--- config.mk ---
export PLATFORM = sky130hd
export DESIGN_NAME = seq_arrmul_flat
export DESIGN_NICKNAME = d
export VERILOG_FILES = /design/src/rtl/seq_arrmul_pkg.sv /design/src/rtl/seq_arrmul_if.sv /design/src/rtl/seq_arrmul_row.sv /design/src/rtl/seq_arrmul.sv /design/src/flat_wrapper.sv
export SDC_FILE = /design/constraint.sdc
export NUM_CORES = 1
export LEC_CHECK = 0
export CAP_MARGIN = 15
export CELL_PAD_IN_SITES_DETAIL_PLACEMENT = 0
export CELL_PAD_IN_SITES_GLOBAL_PLACEMENT = 2
export CORE_MARGIN = 4
export CORE_UTILIZATION = 34
export CTS_CLUSTER_SIZE = 14
export DETAILED_ROUTE_END_ITERATION = 7
export GPL_TIMING_DRIVEN = 0
export PLACE_DENSITY = 0.8
export SLEW_MARGIN = 0
export SYNTH_ARGS = -nofsm -noshare
export SYNTH_HDL_FRONTEND = slang
export SYNTH_SLANG_ARGS = --single-unit
--- constraint.sdc ---
create_clock -name clk -period 4.5 [get_ports clk]
set_input_delay 0.45 -clock clk [delete_from_list [all_inputs] [get_ports clk]]
set_output_delay 0.45 -clock clk [all_outputs]
set_load 0.05 [all_outputs]
--- src/rtl/seq_arrmul_pkg.sv ---
// Shared types and helpers for the row-serial array multiplier.
package arrmul_pkg;

    typedef enum logic [1:0] {
        IDLE = 2'd0,
        BUSY = 2'd1,
        DONE = 2'd2
    } state_t;

    // Width of the row counter: ceil(log2(n)), never less than one bit.
    function automatic int clog2_min1(input int n);
        int w;
        w = 1;
        while ((1 << w) < n) w++;
        return w;
    endfunction

endpackage

--- src/rtl/seq_arrmul_if.sv ---
// Operand/product handshake bundle for seq_arrmul.
interface seq_arrmul_if #(parameter int N = 8);

    logic           in_valid;
    logic           in_ready;
    logic [N-1:0]   in_a;
    logic [N-1:0]   in_b;
    logic           in_signed;
    logic           out_valid;
    logic           out_ready;
    logic [2*N-1:0] out_p;

    modport master (
        output in_valid, in_a, in_b, in_signed, out_ready,
        input  in_ready, out_valid, out_p
    );

    modport slave (
        input  in_valid, in_a, in_b, in_signed, out_ready,
        output in_ready, out_valid, out_p
    );

endinterface

--- src/rtl/seq_arrmul_row.sv ---
// One partial-product row: gate, shift and add/sub into the 2N-bit accumulator.
import arrmul_pkg::*;

module seq_arrmul_row #(
    parameter int N  = 8,
    parameter int CW = clog2_min1(N)
) (
    input  logic [2*N-1:0] acc,
    input  logic [2*N-1:0] a_ext,
    input  logic           b_bit,
    input  logic [CW-1:0]  idx,
    input  logic           sub,
    output logic [2*N-1:0] acc_next
);

    logic [2*N-1:0] pp;

    always_comb begin
        pp       = b_bit ? (a_ext << idx) : '0;
        acc_next = sub ? (acc - pp) : (acc + pp);
    end

endmodule

--- src/rtl/seq_arrmul.sv ---
// Row-serial signed/unsigned multiplier: one partial-product row per clock.
//
// state | meaning
// IDLE  | waiting for operands, in_ready high
// BUSY  | accumulating row cnt of N rows
// DONE  | product held on out_p until out_ready
import arrmul_pkg::*;

module seq_arrmul #(
    parameter int N = 8
) (
    input  logic         clk,
    input  logic         rst,
    seq_arrmul_if.slave  bus,
    output logic         busy
);

    localparam int            CW   = clog2_min1(N);
    localparam logic [CW-1:0] LAST = CW'(N - 1);

    state_t         state;
    logic [2*N-1:0] a_ext;
    logic [N-1:0]   b_reg;
    logic           sgn;
    logic [2*N-1:0] acc;
    logic [CW-1:0]  cnt;
    logic [2*N-1:0] acc_next;
    logic           in_ready_r;
    logic           out_valid_r;
    logic [2*N-1:0] out_p_r;

    // The last row carries negative weight in two's-complement mode.
    seq_arrmul_row #(.N(N), .CW(CW)) u_row (
        .acc      (acc),
        .a_ext    (a_ext),
        .b_bit    (b_reg[cnt]),
        .idx      (cnt),
        .sub      (sgn && (cnt == LAST)),
        .acc_next (acc_next)
    );

    always_ff @(posedge clk) begin
        if (rst) begin
            state       <= IDLE;
            a_ext       <= '0;
            b_reg       <= '0;
            sgn         <= 1'b0;
            acc         <= '0;
            cnt         <= '0;
            in_ready_r  <= 1'b1;
            out_valid_r <= 1'b0;
            out_p_r     <= '0;
            busy        <= 1'b0;
        end else begin
            case (state)
                IDLE: begin
                    if (bus.in_valid && in_ready_r) begin
                        a_ext      <= bus.in_signed ? {{N{bus.in_a[N-1]}}, bus.in_a}
                                                    : {{N{1'b0}}, bus.in_a};
                        b_reg      <= bus.in_b;
                        sgn        <= bus.in_signed;
                        acc        <= '0;
                        cnt        <= '0;
                        in_ready_r <= 1'b0;
                        busy       <= 1'b1;
                        state      <= BUSY;
                    end
                end
                BUSY: begin
                    acc <= acc_next;
                    if (cnt == LAST) begin
                        out_p_r     <= acc_next;
                        out_valid_r <= 1'b1;
                        busy        <= 1'b0;
                        state       <= DONE;
                    end else begin
                        cnt <= cnt + CW'(1);
                    end
                end
                DONE: begin
                    if (bus.out_ready) begin
                        out_valid_r <= 1'b0;
                        in_ready_r  <= 1'b1;
                        state       <= IDLE;
                    end
                end
                default: begin
                    state       <= IDLE;
                    in_ready_r  <= 1'b1;
                    out_valid_r <= 1'b0;
                    busy        <= 1'b0;
                end
            endcase
        end
    end

    assign bus.in_ready  = in_ready_r;
    assign bus.out_valid = out_valid_r;
    assign bus.out_p     = out_p_r;

endmodule

--- src/flat_wrapper.sv ---
// flat-port wrapper written by rule: the top's interface ports become plain ports
module seq_arrmul_flat 
#(
    parameter int N = 8
)
  (clk, rst, busy, bus_in_valid, bus_in_a, bus_in_b, bus_in_signed, bus_out_ready, bus_in_ready, bus_out_valid, bus_out_p);
  seq_arrmul_if #(.N(N)) bus_i ();
  input  logic clk;
  input  logic rst;
  output logic busy;
  input wire logic [$bits(bus_i.in_valid)-1:0] bus_in_valid;
  input wire logic [$bits(bus_i.in_a)-1:0] bus_in_a;
  input wire logic [$bits(bus_i.in_b)-1:0] bus_in_b;
  input wire logic [$bits(bus_i.in_signed)-1:0] bus_in_signed;
  input wire logic [$bits(bus_i.out_ready)-1:0] bus_out_ready;
  output wire logic [$bits(bus_i.in_ready)-1:0] bus_in_ready;
  output wire logic [$bits(bus_i.out_valid)-1:0] bus_out_valid;
  output wire logic [$bits(bus_i.out_p)-1:0] bus_out_p;
  assign bus_i.in_valid = bus_in_valid;
  assign bus_i.in_a = bus_in_a;
  assign bus_i.in_b = bus_in_b;
  assign bus_i.in_signed = bus_in_signed;
  assign bus_i.out_ready = bus_out_ready;
  assign bus_in_ready = bus_i.in_ready;
  assign bus_out_valid = bus_i.out_valid;
  assign bus_out_p = bus_i.out_p;
  seq_arrmul #(.N(N)) u_core (.clk(clk), .rst(rst), .bus(bus_i), .busy(busy));
endmodule
---- After elaboration in Yosys (flattened, before gate mapping) ----
Cells that the tools add are included.
word-level totals
  output and inout port bits .............. 19
  flip-flop bits (word level) ............. 65
  logic and storage cells ................. 60
cells by class
  shift-type cells ........................ 1
  reductions and logical operators ........ 12
  add/subtract/negate cells ............... 3
  eq/ne operators ......................... 7
  bitwise gates (word level) .............. 3
  order comparisons ....................... 1
  muxes and demuxes ....................... 23
operators with widths
  cell                                                         count
  2-to-1 mux 16 bit                                            4
  one-hot mux 16 bit (2 select lines)                          1
  adder 16 bit                                                 1
  left shift 16 x 3 -> 16 bit                                  1
  subtractor 16 bit                                            1
  AND reduction 3 bit                                          5
  one-hot mux 1 bit (3 select lines)                           3
  2-to-1 mux 1 bit                                             7
  2-to-1 mux 2 bit                                             3
  2-to-1 mux 3 bit                                             2
  one-hot mux 2 bit (3 select lines)                           1
  one-hot mux 3 bit (2 select lines)                           1
  AND reduction 2 bit                                          3
  less-than comparator 3 x 4 -> 1 bit (second input constant)  1
  inequality test 2 x 1 -> 1 bit (second input constant)       2
  inequality test 2 bit (second input constant)                2
  adder 3 x 1 -> 3 bit (second input constant)                 1
  binary-select mux 1 bit (select 3 bit)                       1
  equality test 3 bit (second input constant)                  1
  inverter 1 bit                                               3
  equality test 2 x 1 -> 1 bit (second input constant)         1
  equality test 2 bit (second input constant)                  1
  logical AND 1 bit                                            2
  logical NOT 2 bit                                            1
  nonzero test 2 bit                                           1

---- Depth between registers and ports, before layout ----
  depth in word-level cells ............... 6
  mapped depth ............................ 18
  depth with buffers taken out ............ 17

---- Modules after synthesis ----
From an unflattened synthesis, not the netlist that was laid out.
second synthesis, totals
  cell total of the unflattened synthesis .. 494
  area total of the unflattened synthesis .. 3,926.3 um2
by module, submodules not included
  module          area each (um2)  seq. area each (um2)  instances  cells an instance
  seq_arrmul      2,292.2          1,161.1               1          270
  seq_arrmul_row  1,634.1          0.0                   1          224

---- Least setup slack after synthesis ----
Ideal clock, no wire load.
  path kind ............................... register to register
  start ................................... register u_core.cnt[1]
  end ..................................... register u_core.acc[14]
  cell stages (with the launch flop) ...... 18
  slack ................................... 0.667 ns
  data arrival time ....................... 3.705 ns
  library setup time ...................... 0.128 ns
  cells stage by stage .................... dfxtp_1 -> buf_6 -> mux4_2 -> nand2_1 -> or3_1 -> ha_1 -> nand2_1 -> o41ai_4 -> xnor2_1 -> ha_1 -> a21oi_1 -> o22ai_1 -> a2111o_1 -> a21oi_1 -> o21ai_0 -> xor2_1 -> a22oi_1 -> nor2_1
on the way
  word-level cells in the longest chain between the ends .. 6
ends and longest elaborated chain
  item                                               line                  source
  start: declaration                                 seq_arrmul.sv:26      logic [CW-1:0] cnt;
  start signal: assignment                           seq_arrmul.sv:77      cnt <= cnt + CW'(1);
  binary-select mux 1 bit (select 3 bit)             seq_arrmul.sv:36      .b_bit (b_reg[cnt]),
  2-to-1 mux 1 bit (not written as such)             seq_arrmul.sv:36
  2-to-1 mux 16 bit                                  seq_arrmul_row.sv:19  pp = b_bit ? (a_ext << idx) : '0;
  adder 16 bit or subtractor 16 bit (tied branches)  seq_arrmul_row.sv:20  acc_next = sub ? (acc - pp) : (acc + pp);
  2-to-1 mux 16 bit (*)                              seq_arrmul_row.sv:20
  one-hot mux 16 bit (2 select lines) (*)            seq_arrmul.sv:55      case (state)
  end signal: assignment                             seq_arrmul.sv:70      acc <= acc_next;
  end: declaration                                   seq_arrmul.sv:25      logic [2*N-1:0] acc;
Mark *: on every way between the ends. The rest lies on a longest branch, timed or not. The select of a mux whose other input is x is not followed.
A chain may end at the register's enable or synchronous reset.

---- Final worst setup path ----
Ends and elaborated chain as after synthesis.

==> impl_table.tex <==
\begin{tabular}{lr}
\hline
Metric & Value \\
\hline
\multicolumn{2}{l}{\textbf{Worst setup path}} \\
Required time of the critical path & 4.72 ns \\
CP endpoint kind & flip-flop \\
Startpoint type of the worst setup path & flip-flop \\
Max FO, Critical Path & 10 \\
Worst reg2reg path startpoint & u\_core.cnt[1]\$\_SDFFE\_PP0P\_ \\
Critical path arrival & 4.37 ns \\
Crit Path Class & flip-flop to flip-flop \\
Timing startpoint of the critical path & u\_core.cnt[1]\$\_SDFFE\_PP0P\_ \\
\multicolumn{2}{l}{\textbf{Global routing}} \\
Overall routing resource usage & between 10\% and 20\% \\
Initial antenna violation count & 0 \\
Maximum number of pins on one net before global-route repair & 11 \\
Number of global-route vias before repair & 3370 \\
GR Overflow Total & 0 \\
First-pass GRT wire length & 17200 um \\
\multicolumn{2}{l}{\textbf{Logic synthesis}} \\
Netlist Area Pre-Place & 0.00377 mm\^{}2 \\
Biggest area contributors in the synthesized netlist & dfxtp\_1 31\%, nand2\_1 8.8\%, a21oi\_1 7.4\%, ha\_1 6.0\%, nor2\_1 4.3\% \\
Count of flip-flops with a built-in enable after synthesis & 0 \\
Dominant combinational cell family by area after synthesis & compound AO/OA/AOI/OAI gates \\
Prevailing post-synth register cell & dfxtp\_1 \\
Cell type contributing the most total cell area after synthesis & dfxtp\_1 \\
Adder and majority gate portion of the synthesized area & 6.50\% \\
Multiplexer fraction of the synthesized cell area & slightly above 9\% \\
Post-Synth Simple-Gate Area & roughly a fifth \\
Xor/xnor cell area share of the yosys netlist & 6.26\% \\
Total of warnings raised by yosys & 0 \\
Synthesis-stage register bit count & 58 \\
Sequential element share of the synthesized area & a little under a third \\
Proportion of netlist area held by the largest area contributor & 30.8\% \\
Per-instance average area after synthesis & 8.01 um\^{}2 \\
Async SR Flop Fraction & 0\% \\
Synthesized-area fraction occupied by ao, oa, aoi and oai cells & 21.3\% \\
Mapped Nets & 511 \\
Number of library cell types mapped by synthesis & 54 \\
Syn Inst Count & 471 \\
\multicolumn{2}{l}{\textbf{Placement}} \\
Instance area at placement & 0.00433 mm\^{}2 \\
DPL Wire Length & between 7000 and 8000 um \\
Routability-driven placement congestion ratio & 0.860 \\
IO buf count & 38 \\
\multicolumn{2}{l}{\textbf{Run status}} \\
Outcome & completed \\
\multicolumn{2}{l}{\textbf{Finish}} \\
Share of cells above drive strength 1 & 10.1\% \\
Final Instance Area & 0.00458 mm\^{}2 \\
Commonest non-fill, non-tap cell in the layout & nand2\_1 \\
Antenna diodes & 0 \\
Fill cell total of the finished layout & 1172 \\
Count of nets after finishing & 562 \\
Most frequent cells in the layout & 87 x nand2\_1, 57 x dfxtp\_1, 55 x a21oi\_1 \\
Synth-to-Final Area Change & 21.2\% \\
\multicolumn{2}{l}{\textbf{Timing}} \\
Hold Worst Slack & 0.454 ns \\
Normalized max-slew margin & around half \\
Peak Freq & 241 MHz \\
Final period demand of the worst path & 4.15 ns \\
Number of hold violations in the final report & 0 \\
Final sum of negative setup slack & 0 ns \\
Count of final setup violators & 0 \\
Worst-Margin Slew & 0.751 ns \\
Final Max Slew Viols & 0 \\
Fin Clk Skew & 0.00751 ns \\
Final period util & slightly above 90\% \\
RSZ-0062 raised after global routing & false \\
\multicolumn{2}{l}{\textbf{CTS}} \\
Clock sink count & 58 \\
\# H-tree levels & 3 \\
Clock transition at path regs & 0.07 ns \\
Max Root-Sink Buffers & 2 \\
Total CTS buffers & 9 \\
Clock latency of the later-clocked register in the worst-skew pair & 0.35 ns \\
CTS tree & done \\
Cell at the root of the clock tree & clkbuf\_8 \\
\multicolumn{2}{l}{\textbf{Detailed routing}} \\
DRC violations left & 0 \\
DRT Pass-1 Iters & 5 \\
Total number of vias & 3391 \\
Number of DRC violations after detailed-routing iteration 0 & 174 \\
Post-detailed-route wirelength per cell & 15.3 um \\
Detailed-route wire length & 10200 um \\
Number of nets with antenna violations after routing & 0 \\
Post-DR vias/cell & 5.08 \\
\multicolumn{2}{l}{\textbf{Pwr}} \\
Net switching share of the total power & between 30\% and 40\% \\
Power spent charging and discharging nets & approximately 650 uW \\
Fraction of power consumed by combinational cells & approximately two fifths \\
Maximum resistive drop on vdd & 0.196 mV \\
Relative contribution of sequential cells to total power & between 30\% and 40\% \\
Leakage power summed over all cells & 0.00170 uW \\
Part of the power in the clock network & 29.8\% \\
Cell-internal power & approximately 1200 uW \\
Power density over cell area & 403 mW/mm\^{}2 \\
\multicolumn{2}{l}{\textbf{Die}} \\
Placeable core region & 0.0108 mm\^{}2 \\
Die Width & between 100 and 150 um \\
Total die area & 0.0129 mm\^{}2 \\
Count of boundary I/O pins & 40 \\
Initial Util & 34.8\% \\
Number of rows in the core area & 38 \\
Die span in y & 113 um \\
\multicolumn{2}{l}{\textbf{Hold path}} \\
Hold path startpoint & u\_core.bus.out\_p[12]\$\_SDFFE\_PP0P\_ \\
Hold crit path type & flip-flop to flip-flop \\
\multicolumn{2}{l}{\textbf{Job}} \\
Number of max-capacitance violations reported & 0 \\
\hline
\end{tabular}
what timing repair did:
| action | in CTS | in global routing |
|---|---|---|
| hold buffers | 0 | 0 |
| setup buffers | 0 | 2 |
| setup endpoints to repair | 0 | 10 |
| resized for setup | 0 | 6 |
area by class of cell:
type	count	area, um^2	share of cell area [%]
inverters	10	37.5	0.820
clock buffers	11	141	3.09
clock inverters	5	77.6	1.69
flip-flops and latches	58	1160	25.4
well taps	140	175	3.83
multi-input cells	375	2440	53.4
plain buffers	28	144	3.14
repair buffers	40	395	8.64
worst max-delay path: stages, from the launching register on:
cell and delay [ns]:
dfxtp_1 0.35, buf_6 0.17, mux4_2 0.58, and2_4 0.19
buf_6 0.12, o41ai_1 0.07, nand4_1 0.19, or2_2 0.34
nand2_1 0.08, xor2_1 0.21, ha_1 0.30, and4_1 0.23
a2111o_1 0.43, a21oi_2 0.16, o21ai_0 0.14, xor2_1 0.21
a22oi_1 0.19, nor2_1 0.05
worst paths after layout:
kind / to / slack, ns / cells past startpoint
setup reg to reg: u_core.acc[14]$_SDFFE_PP0P_ / 0.35 / 17
setup / recovery: u_core.acc[14]$_SDFFE_PP0P_ / 0.35 / 17
hold / removal: u_core.bus.out_p[12]$_SDFFE_PP0P_ / 0.45 / 2
hold reg to reg: u_core.bus.out_p[12]$_SDFFE_PP0P_ / 0.45 / 2
through the flow:
stage	cells	power (uW)	setup slack (ns)	utilization, %
2_1_floorplan	471	1140	0.667	-
3_3_place_gp	649	1300	0.0999	39.9
3_5_place_dp	649	1300	0.114	39.9
4_1_cts	665	1860	0.0528	42.0
5_1_grt	667	1990	0.000635	42.2
6_report	667	1850	0.349	42.2
synthesized netlist by cell type (3+ instances only):
| cell | n |
|---|---|
| buf_6 | 3 |
| nand2_1 | 88 |
| mux2i_1 | 10 |
| or3_1 | 4 |
| o31ai_2 | 3 |
| xor2_1 | 10 |
| a21oi_1 | 56 |
| mux2_2 | 4 |
| or2_2 | 4 |
| ha_1 | 18 |
| o21ai_0 | 15 |
| nand3_1 | 15 |
| clkbuf_1 | 20 |
| o31a_1 | 3 |
| xnor2_1 | 17 |
| and2_1 | 4 |
| o22ai_1 | 3 |
| mux4_2 | 6 |
| nand3b_1 | 3 |
| nand2b_1 | 6 |
| inv_1 | 9 |
| o31ai_1 | 3 |
| a211oi_1 | 4 |
| nor2b_1 | 3 |
| buf_2 | 3 |
| dfxtp_1 | 58 |
| nor3_1 | 3 |
| a22oi_1 | 15 |
| o21a_1 | 5 |
| nor2_1 | 43 |
per-layer routing:
layer,share of wire [%],global-route usage [%]
met5,0,0
met4,1.1,5.21
met3,2.6,2.92
met2,44,25.1
met1,53,24.4
power by group through the flow:
| stage | logic (uW) | registers, uW | clock network, uW |
|---|---|---|---|
| after floorplan | 544 | 592 | 0 |
| after global placement | 701 | 596 | 0 |
| after detailed placement | 701 | 597 | 0 |
| after CTS | 707 | 586 | 568 |
| after global routing | 804 | 592 | 591 |
| final | 710 | 586 | 551 |
cell families after synthesis:
family / after synthesis
and+or+nand+nor: 182
AOI/OAI and AO/OA: 124
DFF: 58
buffers and inverters: 38
xor gates and xnor gates: 27
muxes: 23
adders and majority gates: 19
Note: power is estimated with default switching activity, not from simulation.
